==> config.mk <==
export PLATFORM = sky130hd
export DESIGN_NAME = addsub_issue
export DESIGN_NICKNAME = d
export VERILOG_FILES = /design/src/rtl/addsub_issue.sv
export SDC_FILE = /design/constraint.sdc
export NUM_CORES = 1
export LEC_CHECK = 0
export CORE_ASPECT_RATIO = 1.5
export CORE_MARGIN = 2
export CORE_UTILIZATION = 41
export CTS_CLUSTER_DIAMETER = 60
export DETAILED_ROUTE_END_ITERATION = 10
export PLACE_DENSITY_LB_ADDON = 0.2
export SETUP_SLACK_MARGIN = 0.05
export SYNTH_ARGS = -nofsm -noshare
export SYNTH_HDL_FRONTEND = slang
export SYNTH_SLANG_ARGS = --single-unit
==> constraint.sdc <==
create_clock -name clk -period 2.32 [get_ports clk]
set_input_delay 0.348 -clock clk [delete_from_list [all_inputs] [get_ports clk]]
set_output_delay 0.348 -clock clk [all_outputs]
set_load 0.005 [all_outputs]
==> src/rtl/addsub_issue.sv <==
// addsub_issue: issue-side controller for the two-lane add/sub execution unit.
// Takes one request at a time, issues it to a round-robin lane, waits for done
// under a watchdog, and returns the result (or an error) on the writeback port.
module addsub_issue #(
    parameter int TIMEOUT = 16
) (
    input  logic        clk,
    input  logic        rst,
    // request port
    input  logic        in_valid,
    output logic        in_ready,
    input  logic [31:0] in_op1,
    input  logic [31:0] in_op2,
    input  logic [1:0]  in_mode1,
    input  logic [2:0]  in_mode2,
    input  logic [4:0]  in_rd,
    // execution unit
    output logic [31:0] as_op1,
    output logic [31:0] as_op2,
    output logic        as_start,
    output logic [1:0]  as_use_part,
    output logic [1:0]  as_op_mode1,
    output logic [2:0]  as_op_mode2,
    input  logic        as_done,
    input  logic [31:0] as_res,
    // writeback port
    output logic        wb_valid,
    input  logic        wb_ready,
    output logic [4:0]  wb_rd,
    output logic [31:0] wb_data,
    output logic        wb_err,
    // statistics
    output logic [15:0] done_cnt,
    output logic [7:0]  err_cnt
);

    typedef enum logic [1:0] {
        S_IDLE  = 2'd0,
        S_ISSUE = 2'd1,
        S_WAIT  = 2'd2,
        S_WB    = 2'd3
    } state_t;

    // Watchdog value on the last permitted WAIT cycle.
    localparam logic [7:0] WD_LAST = 8'(TIMEOUT - 1);

    state_t      state, state_nxt;
    logic [7:0]  wdog;
    logic        wd_fire;
    logic [1:0]  lane;
    logic [31:0] hold_op1, hold_op2;
    logic [1:0]  hold_mode1;
    logic [2:0]  hold_mode2;
    logic [4:0]  hold_rd;
    logic [31:0] res_q;
    logic        err_q;
    logic        accept, wb_xfer;

    assign accept  = (state == S_IDLE) && in_valid;
    assign wb_xfer = (state == S_WB) && wb_ready;
    assign wd_fire = (wdog == WD_LAST);

    // State register.
    always_ff @(posedge clk) begin
        if (rst) state <= S_IDLE;
        else     state <= state_nxt;
    end

    // Next-state logic; done takes priority over watchdog expiry.
    always_comb begin
        state_nxt = state;
        case (state)
            S_IDLE:  if (in_valid) state_nxt = S_ISSUE;
            S_ISSUE: state_nxt = S_WAIT;
            S_WAIT:  if (as_done || wd_fire) state_nxt = S_WB;
            S_WB:    if (wb_ready) state_nxt = S_IDLE;
            default: state_nxt = S_IDLE;
        endcase
    end

    // Holding registers: only a new accept changes what the unit sees.
    always_ff @(posedge clk) begin
        if (rst) begin
            hold_op1   <= '0;
            hold_op2   <= '0;
            hold_mode1 <= '0;
            hold_mode2 <= '0;
            hold_rd    <= '0;
        end else if (accept) begin
            hold_op1   <= in_op1;
            hold_op2   <= in_op2;
            hold_mode1 <= in_mode1;
            hold_mode2 <= in_mode2;
            hold_rd    <= in_rd;
        end
    end

    // Watchdog: counts WAIT cycles, zero everywhere else so each WAIT starts fresh.
    always_ff @(posedge clk) begin
        if (rst)                                          wdog <= '0;
        else if (state == S_WAIT && !as_done && !wd_fire) wdog <= wdog + 8'd1;
        else                                              wdog <= '0;
    end

    // Result capture in WAIT only; done outside WAIT is stale and dropped.
    always_ff @(posedge clk) begin
        if (rst) begin
            res_q <= '0;
            err_q <= 1'b0;
        end else if (state == S_WAIT) begin
            if (as_done) begin
                res_q <= as_res;
                err_q <= 1'b0;
            end else if (wd_fire) begin
                res_q <= '0;
                err_q <= 1'b1;
            end
        end
    end

    // Lane rotation and statistics, advanced on every writeback transfer.
    always_ff @(posedge clk) begin
        if (rst) begin
            lane     <= 2'b01;
            done_cnt <= '0;
            err_cnt  <= '0;
        end else if (wb_xfer) begin
            lane <= {lane[0], lane[1]};
            if (err_q) begin
                if (err_cnt != 8'hFF) err_cnt <= err_cnt + 8'd1;
            end else begin
                done_cnt <= done_cnt + 16'd1;
            end
        end
    end

    assign in_ready    = (state == S_IDLE);
    assign as_start    = (state == S_ISSUE);
    assign as_use_part = (state == S_ISSUE || state == S_WAIT) ? lane : 2'b00;
    assign as_op1      = hold_op1;
    assign as_op2      = hold_op2;
    assign as_op_mode1 = hold_mode1;
    assign as_op_mode2 = hold_mode2;
    assign wb_valid    = (state == S_WB);
    assign wb_rd       = hold_rd;
    assign wb_data     = res_q;
    assign wb_err      = err_q;

endmodule

==> impl_metrics.env, run 1 <==
export IMPL_min_period_ps=2190
export IMPL_yosysWarnings=0
export IMPL_clk_path_buf_depth=2
export IMPL_drc=0
export IMPL_cts_sinks=143
export IMPL_clkPwrFrac_pct=35.8
export IMPL_cts_made_buffers=17
export IMPL_finalCritPeriodShare_pct=94.40
export IMPL_avgSynthCellArea_um2=8.815
export IMPL_ir_drop_mv=0.4511
export IMPL_worst_slack_ps=130.0
export IMPL_n_antenna_cell=0
export IMPL_layout_commonest_cell="clkdlybuf4s50_1"
export IMPL_ys_ff_latch=143
export IMPL_die_w_um=96.51
export IMPL_finalWirelength_um=14990
export IMPL_drive_gt1_share_pct=5.813
export IMPL_io_pins=247
export IMPL_area_delta_synth_final_pct=59.46
export IMPL_grt_pass1_vias=4953
export IMPL_clk_pin_slew_ps=60
export IMPL_arrival_ps=1840
export IMPL_rows=50
export IMPL_vias_per_cell=5.049
export IMPL_syn_nets=715
export IMPL_tightest_slew_ps=1107
export IMPL_detail_route_first_pass_iterations=4
export IMPL_htreeDepth=4
export IMPL_synth_distinct_cells=43
export IMPL_power_leakage_nw=3.087
export IMPL_maxCapViolCount=0
export IMPL_syn_cell_area_um2=5263
export IMPL_dieArea_um2=13780
export IMPL_io_buffers=246
export IMPL_drt_iter0_drc=202
export IMPL_swShare_pct=26.76
export IMPL_dieHeight_um=142.8
export IMPL_setup_worst_path_class="flip-flop to output port"
export IMPL_cp_start_kind="flip-flop"
export IMPL_ys_flop_type="dfxtp_1"
export IMPL_dp_hpwl_um=10740
export IMPL_worst_path_max_fanout=3
export IMPL_most_common_layout_cells="clkdlybuf4s50_1, nand2_1, dfxtp_1"
export IMPL_end_kind="output port"
export IMPL_slew_headroom_pct=26.17
export IMPL_grt_usage_pct=21.72
export IMPL_fmax_mhz=456.6
export IMPL_clkLatencyLatePin_ps=410
export IMPL_grt_max_degree=75
export IMPL_rsz0062_at_grt="false"
export IMPL_p_sw_w=0.001963
export IMPL_start_util_pct=42.06
export IMPL_slew_viol_final=0
export IMPL_finalPower_w=0.007334
export IMPL_layoutNonFillerInstCount=999
export IMPL_place_congestion=0.7933
export IMPL_core_area_um2=12510
export IMPL_antenna_found_initial=0
export IMPL_fin_nets=949
export IMPL_hp_class="primary input to flip-flop"
export IMPL_dp_cells=968
export IMPL_postSynth_asyncResetShare_pct=0
export IMPL_p_int_w=0.005372
export IMPL_rrSetupSlack_ps=360
export IMPL_hold_viol_final=0
export IMPL_fin_skew_ps=9.600
export IMPL_pre_cts_slack_ps=187.4
export IMPL_vias=5044
export IMPL_cts_tree="done"
export IMPL_cts_root_buffer_cell="clkbuf_16"
export IMPL_nFillCells=1001
export IMPL_grt_remaining_overflow=0
export IMPL_grt_pass1_wl_um=23640
export IMPL_wl_per_cell_um=15.00
export IMPL_ys_seq_area_share_pct=54.40
export IMPL_setup_viol=0
export IMPL_combPwrFrac_pct=23.7
export IMPL_cp_required_ps=1970
export IMPL_drtAntennaViolNets=0
export IMPL_powerDensity_nw_per_um2=874.0
export IMPL_netlist_instances=597
export IMPL_synth_edf_count=0
export IMPL_tns_ps=0
export IMPL_share_seq_of_total_power_pct=40.6
export IMPL_status="complete, no violations"
## cell usage after synthesis (all sizes together) (2+ instances only)
library cell  count  share of area, %
nand3            14               1.6
nand2           164                12
and2              4              0.48
nor3              4              0.38
ha                7               1.7
and4              3              0.50
dfxtp           143                54
nand4             8              0.95
mux2i             3              0.57
buf              14               1.6
o21ai             8              0.76
nor2             27               1.9
and3              3              0.36
o31ai             4              0.57
or4               4              0.64
a21oi            86               8.4
clkbuf           24               1.8
inv              10              0.71
xnor2             6               1.0
a22o             32               5.4
o21a              2              0.29
or3               5              0.59
xor2             11               1.8
## power groups by stage
stage	registers, W	logic, W	clock network, W
after floorplan	0.00304	0.000638	0
after global placement	0.00301	0.00172	0
after detailed placement	0.00302	0.00174	0
after CTS	0.00297	0.00176	0.00268
after global routing	0.00301	0.00190	0.00280
final	0.00298	0.00174	0.00262
## stage by stage
step	area, um^2	utilization (%)	hold WS (ps)
CTS	8391	67.06	244.1
global route	8392	67.07	260.3
finish	8392	67.07	271.4
global placement	7821	62.51	437.6
detailed placement	7821	62.51	445.7
floorplan	5263	-	426.1
## metal layers
layer / track usage (%) / wire length, um
met4: 8.228 / 328
met5: 0 / 0
met2: 36.77 / 7500
met1: 23.99 / 5734
met3: 8.865 / 1425
## flip-flops by register name, indices dropped and copies added (netlist names)
register     flops
lane             2
as_op_mode2      3
done_cnt        16
wb_data         32
wdog             8
as_op_mode1      2
state            2
wb_err           1
err_cnt          8
wb_rd            5
as_op2          32
as_op1          32
## logic make-up after synthesis
logic type	Yosys count	synth area share, %
simple gates	241	19.95
fa+ha+maj	7	1.664
mux	3	0.5706
buf+inv	48	4.089
xor+xnor	17	2.829
flops	143	54.40
compound gates	138	16.50
## layout make-up
class                      count  area [um^2]  area share (%)
sequential                   143         2864           34.13
timing repair buffer         253         2537           30.24
multi-input combinational    406         2188           26.08
clock buffer                  18        429.2           5.114
tap                          156        195.2           2.326
clock inverter                13        140.1           1.670
inverter                      10        37.54          0.4473
## critical path: stages (launching register included)
cell and delay, ps:
dfxtp_1 360, inv_1 80, ha_1 330, and2_1 160, clkdlybuf4s50_1 510
## what timing repair did
| item | 4_1_cts | 5_1_grt |
|---|---|---|
| setup buffers | 0 | 0 |
| hold buffers | 0 | 0 |
| gates resized for setup | 0 | 1 |
| endpoints found under the setup margin | 0 | 2 |
## worst paths after layout
path                          to           start  cells after the start
setup / recovery  as_use_part[0]        state[1]                      4
hold / removal           lane[0]             rst                      3
setup reg to reg     wb_data[31]        state[0]                      4
hold reg to reg   as_op_mode2[1]  as_op_mode2[1]                      2
(Power assumes the default switching activity.)
==> run 2: changes to the inputs <==
--- a/config.mk
+++ b/config.mk
@@ -7,9 +7,10 @@
 export LEC_CHECK = 0
 export CORE_ASPECT_RATIO = 1.5
 export CORE_MARGIN = 2
-export CORE_UTILIZATION = 41
+export CORE_UTILIZATION = 60
 export CTS_CLUSTER_DIAMETER = 60
 export DETAILED_ROUTE_END_ITERATION = 10
+export DONT_BUFFER_PORTS = 1
 export PLACE_DENSITY_LB_ADDON = 0.2
 export SETUP_SLACK_MARGIN = 0.05
 export SYNTH_ARGS = -nofsm -noshare
==> run 2 against run 1 <==
  * Utilization rose by 2.6 points
  * Die area fell by 31%
  * Sequential share of layout area grew 14 points
  * Via count shrank 17%
  * Critical endpoint is now wb_data[1]
  * Largest power group unchanged
==> impl_metrics.env, run 2 (synthesized netlist as in run 1, its figures left out) <==
export IMPL_status="complete, no violations"
export IMPL_wl_per_cell_um=18.04
export IMPL_worst_path_max_fanout=32
export IMPL_post_cts_buffers=0
export IMPL_ir_drop_mv=0.6758
export IMPL_p_sw_w=0.001819
export IMPL_tightest_slew_ps=1057
export IMPL_clkPwrFrac_pct=39.6
export IMPL_worst_slack_ps=355.6
export IMPL_drt_iter0_drc=264
export IMPL_setup_worst_path_class="flip-flop to flip-flop"
export IMPL_finalPower_w=0.006405
export IMPL_fin_nets=704
export IMPL_finalCritPeriodShare_pct=84.67
export IMPL_holdBufCountCts=5
export IMPL_hp_class="primary input to flip-flop"
export IMPL_nFillCells=686
export IMPL_area_delta_synth_final_pct=12.08
export IMPL_die_w_um=80.47
export IMPL_detail_route_first_pass_iterations=4
export IMPL_io_buffers=0
export IMPL_pre_cts_slack_ps=373.0
export IMPL_power_leakage_nw=2.182
export IMPL_clk_path_buf_depth=2
export IMPL_end_kind="flip-flop"
export IMPL_dieArea_um2=9551
export IMPL_core_area_um2=8464
export IMPL_fin_skew_ps=6.831
export IMPL_drtAntennaViolNets=0
export IMPL_min_period_ps=1964
export IMPL_maxCapViolCount=0
export IMPL_fmax_mhz=509.1
export IMPL_vias=4163
export IMPL_slew_headroom_pct=29.50
export IMPL_antenna_found_initial=0
export IMPL_start_util_pct=62.17
export IMPL_cts_tree="done"
export IMPL_cpPeakStageDelay_ps=900
export IMPL_place_congestion=0.7713
export IMPL_htreeDepth=4
export IMPL_dpl_cell_area_um2=5270
export IMPL_cts_resized=0
export IMPL_grt_usage_pct=26.65
export IMPL_cts_root_buffer_cell="clkbuf_16"
export IMPL_cts_made_buffers=17
export IMPL_cts_sinks=143
export IMPL_most_common_layout_cells="nand2_1, dfxtp_1, a21oi_1"
export IMPL_combPwrFrac_pct=12.4
export IMPL_layout_commonest_cell="nand2_1"
export IMPL_rows=41
export IMPL_share_seq_of_total_power_pct=48.0
export IMPL_cp_required_ps=2660
export IMPL_clk_pin_slew_ps=60
export IMPL_drc=0
export IMPL_critPathSlowestCell="and3_1"
export IMPL_grt_pass1_vias=4040
export IMPL_grt_pass1_wl_um=19640
export IMPL_dieHeight_um=118.7
export IMPL_crit_chain="inv_1, ha_1, and3_1, a22o_1"
export IMPL_setup_viol=0
export IMPL_powerDensity_nw_per_um2=1086
export IMPL_dp_hpwl_um=8485
export IMPL_p_int_w=0.004587
export IMPL_n_antenna_cell=0
export IMPL_clkLatencyLatePin_ps=410
export IMPL_rsz0062_at_grt="false"
export IMPL_finalWirelength_um=12740
export IMPL_drive_gt1_share_pct=7.679
export IMPL_slew_viol_final=0
export IMPL_swShare_pct=28.39
export IMPL_hold_viol_final=0
export IMPL_io_pins=247
export IMPL_tns_ps=0
export IMPL_vias_per_cell=5.897
export IMPL_grt_remaining_overflow=0
export IMPL_grt_max_degree=75
export IMPL_arrival_ps=2310
export IMPL_cp_start_kind="flip-flop"
export IMPL_finalInstanceArea_um2=5898
[run 2: cell count changes in the layout (fill, tap and decap cells not counted), sizes merged]
cell           previous run  this run
dlygate4sd3               0         3
clkdlybuf4s50           245         0
clkbuf                   18        19
clkinv                    8         6
buf                       8         5
clkinvlp                  1         4
bufinv                    2         1
[run 2: power by group through the flow]
stage	Combinational (W)	Sequential, W	Clock (W)
global route	0.000900	0.00312	0.00270
floorplan	0.000638	0.00304	0
detailed placement	0.000756	0.00313	0
finish	0.000795	0.00308	0.00253
global placement	0.000722	0.00312	0
CTS	0.000798	0.00308	0.00257
[run 2: per-stage QoR]
step / std cells / utilization [%] / hold slack, ps
detailed placement: 669 / 62.26 / 433.7
floorplan: 597 / - / 426.1
finish: 706 / 69.68 / 31.66
global placement: 669 / 62.26 / 429.7
global route: 706 / 69.68 / 21.75
CTS: 706 / 69.68 / 15.09
[run 2: worst paths after layout]
check	end	cells past startpoint	start	slack [ps]
worst max register to register	wb_data[1]	4	state[0]	360
worst min-delay path	wb_err	1	as_done	30
worst min register to register	wdog[0]	1	wdog[0]	470
worst max-delay path	wb_data[1]	4	state[0]	360
[run 2: layout make-up]
class,count,area (um^2),area share (%)
inverters,10,37.54,0.6364
repair buffers,8,117.6,1.994
well taps,107,133.9,2.270
clock inverters,13,115.1,1.952
multi-input cells,406,2188,37.10
clock buffers,19,442.9,7.510
flip-flops and latches,143,2863,48.54
[run 2: layer usage]
layer / track usage, % / share of wire, % / wire length [um] / vias up
li1: - / - / - / 1998
met1: 26.58 / 35 / 4474 / 1938
met2: 46.20 / 52 / 6646 / 205
met3: 13.44 / 11 / 1406 / 22
met4: 10.17 / 1.6 / 210 / 0
met5: 0 / 0 / 0 / -
[run 2: critical path: cells and delay by family (launching register included)]
family / cells / cell delay [ps]
buffers and inverters: 1 / 90
AOI/OAI and AO/OA: 1 / 290
and+or+nand+nor: 1 / 900
DFF: 1 / 340
adders and majority gates: 1 / 280
==> run 3: changes to the inputs <==
==> constraint.sdc (replaced) <==
create_clock -name clk -period 1.85 [get_ports clk]
set_input_delay 0.2775 -clock clk [delete_from_list [all_inputs] [get_ports clk]]
set_output_delay 0.2775 -clock clk [all_outputs]
set_load 0.005 [all_outputs]
==> run 3 against run 2 <==
  * The run now ends with negative hold slack left
  * Final cell count is 3.7% higher
  * Clock power is 36% higher
  * Register-to-register slack worse by 240 ps
  * Clock skew is 7.4 ps higher
  * Non-clock buffer count is 25 higher
  * Flip-flop and latch count stayed put
  * Via count is 1.3% higher
  * Sequential power is 26% higher
  * Routed wire length is 2.7% higher
  * Critical path type is now flip-flop to output port
  * Highest routed layer unchanged
==> impl_metrics.env, run 3 (synthesized netlist as in run 1, its figures left out) <==
export IMPL_status="complete, but fails checks"
export IMPL_violations="negative hold slack"
export IMPL_grt_remaining_overflow=0
export IMPL_most_common_layout_cells="nand2_1, dfxtp_1, a21oi_1"
export IMPL_worst_slack_ps=99.79
export IMPL_finalCritPeriodShare_pct=94.61
export IMPL_clkLatencyLatePin_ps=410
export IMPL_grt_pass1_wl_um=19990
export IMPL_fin_skew_ps=14.19
export IMPL_grt_pass1_vias=4159
export IMPL_slew_headroom_pct=69.34
export IMPL_rsz0062_at_grt="true"
export IMPL_die_w_um=80.47
export IMPL_cts_tree="done"
export IMPL_hp_class="primary input to flip-flop"
export IMPL_tightest_slew_ps=458.9
export IMPL_hold_viol_final=23
export IMPL_layout_commonest_cell="nand2_1"
export IMPL_drive_gt1_share_pct=9.440
export IMPL_arrival_ps=1470
export IMPL_min_period_ps=1750
export IMPL_fin_nets=730
export IMPL_cts_root_buffer_cell="clkbuf_16"
export IMPL_ir_drop_mv=0.9128
export IMPL_drt_iter0_drc=234
export IMPL_core_area_um2=8464
export IMPL_cts_sinks=143
export IMPL_tns_ps=0
export IMPL_n_antenna_cell=0
export IMPL_pre_cts_slack_ps=77.28
export IMPL_worst_path_max_fanout=4
export IMPL_setup_worst_path_class="flip-flop to output port"
export IMPL_clk_path_buf_depth=2
export IMPL_cts_made_buffers=17
export IMPL_antenna_found_initial=0
export IMPL_place_congestion=0.7771
export IMPL_drc=0
export IMPL_grt_max_degree=105
export IMPL_cp_required_ps=1570
export IMPL_dieArea_um2=9551
export IMPL_powerDensity_nw_per_um2=1347
export IMPL_io_buffers=0
export IMPL_finalWirelength_um=13080
export IMPL_setup_viol=0
export IMPL_clk_pin_slew_ps=60
export IMPL_rows=41
export IMPL_fmax_mhz=571.4
export IMPL_dp_hpwl_um=8632
export IMPL_grt_usage_pct=26.60
export IMPL_slew_viol_final=0
export IMPL_maxCapViolCount=0
export IMPL_dieHeight_um=118.7
export IMPL_start_util_pct=62.17
export IMPL_wl_per_cell_um=17.87
export IMPL_vias_per_cell=5.761
export IMPL_area_delta_synth_final_pct=17.69
export IMPL_holdWs_ps=-57.63
export IMPL_htreeDepth=4
export IMPL_end_kind="output port"
export IMPL_finalInstanceArea_um2=6193
export IMPL_cp_start_kind="flip-flop"
export IMPL_io_pins=247
export IMPL_detail_route_first_pass_iterations=5
export IMPL_dpl_cell_area_um2=5338
export IMPL_power_leakage_nw=2.319
export IMPL_drtAntennaViolNets=0
export IMPL_vias=4217
[run 3: per-stage QoR]
step | power, W | utilization [%] | std cells | hold WS (ps)
2_1_floorplan | 0.004607 | - | 597 | 376.5
3_3_place_gp | 0.004835 | 63.06 | 678 | 360.1
3_5_place_dp | 0.004893 | 63.06 | 678 | 364.3
4_1_cts | 0.008345 | 72.00 | 725 | -67.30
5_1_grt | 0.008720 | 73.17 | 732 | -78.67
6_report | 0.008344 | 73.17 | 732 | -57.63
[run 3: layout make-up]
cell class	instances	area (um^2)
flip-flops and latches	143	2863
fillers	607	2271
multi-input cells	407	2227
clock buffers	19	442.9
repair buffers	33	325.3
clock inverters	13	163.9
well taps	107	133.9
inverters	10	37.54
[run 3: per-layer routing]
layer	wire length, um	vias up	GRT usage [%]
met5	0	-	0
met1	4671	1948	27.62
met3	1232	20	10.69
li1	-	2058	-
met4	219	0	10.17
met2	6958	191	46.82
[run 3: path summary, 6_finish.rpt]
path / startpoint / to / slack, ps / cells after the start
min: rst / as_op2[19] / -60 / 1
min reg2reg: wdog[0] / wdog[0] / 470 / 1
max: state[0] / as_use_part[1] / 100 / 3
max reg2reg: wdog[5] / wb_data[0] / 120 / 4
[run 3: critical path, stage by stage (launching register included)]
cell and delay [ps]:
dfxtp_1 420, inv_1 100, ha_1 360, and2_1 200
[run 3: where the power goes]
group          internal (W)  total [W]  leakage, nW  switching, W
logic              0.000400    0.00103        0.861      0.000626
clock network       0.00216    0.00345        0.293       0.00129
registers           0.00350    0.00387         1.16      0.000365
total               0.00606    0.00834         2.32       0.00228
[run 3: repair_timing]
item                                   4_1_cts  5_1_grt
setup endpoints to repair                    0       38
endpoints found under the hold margin      113      104
hold buffers                                15        6
buffers inserted                             0        0
resized for setup                            0        7
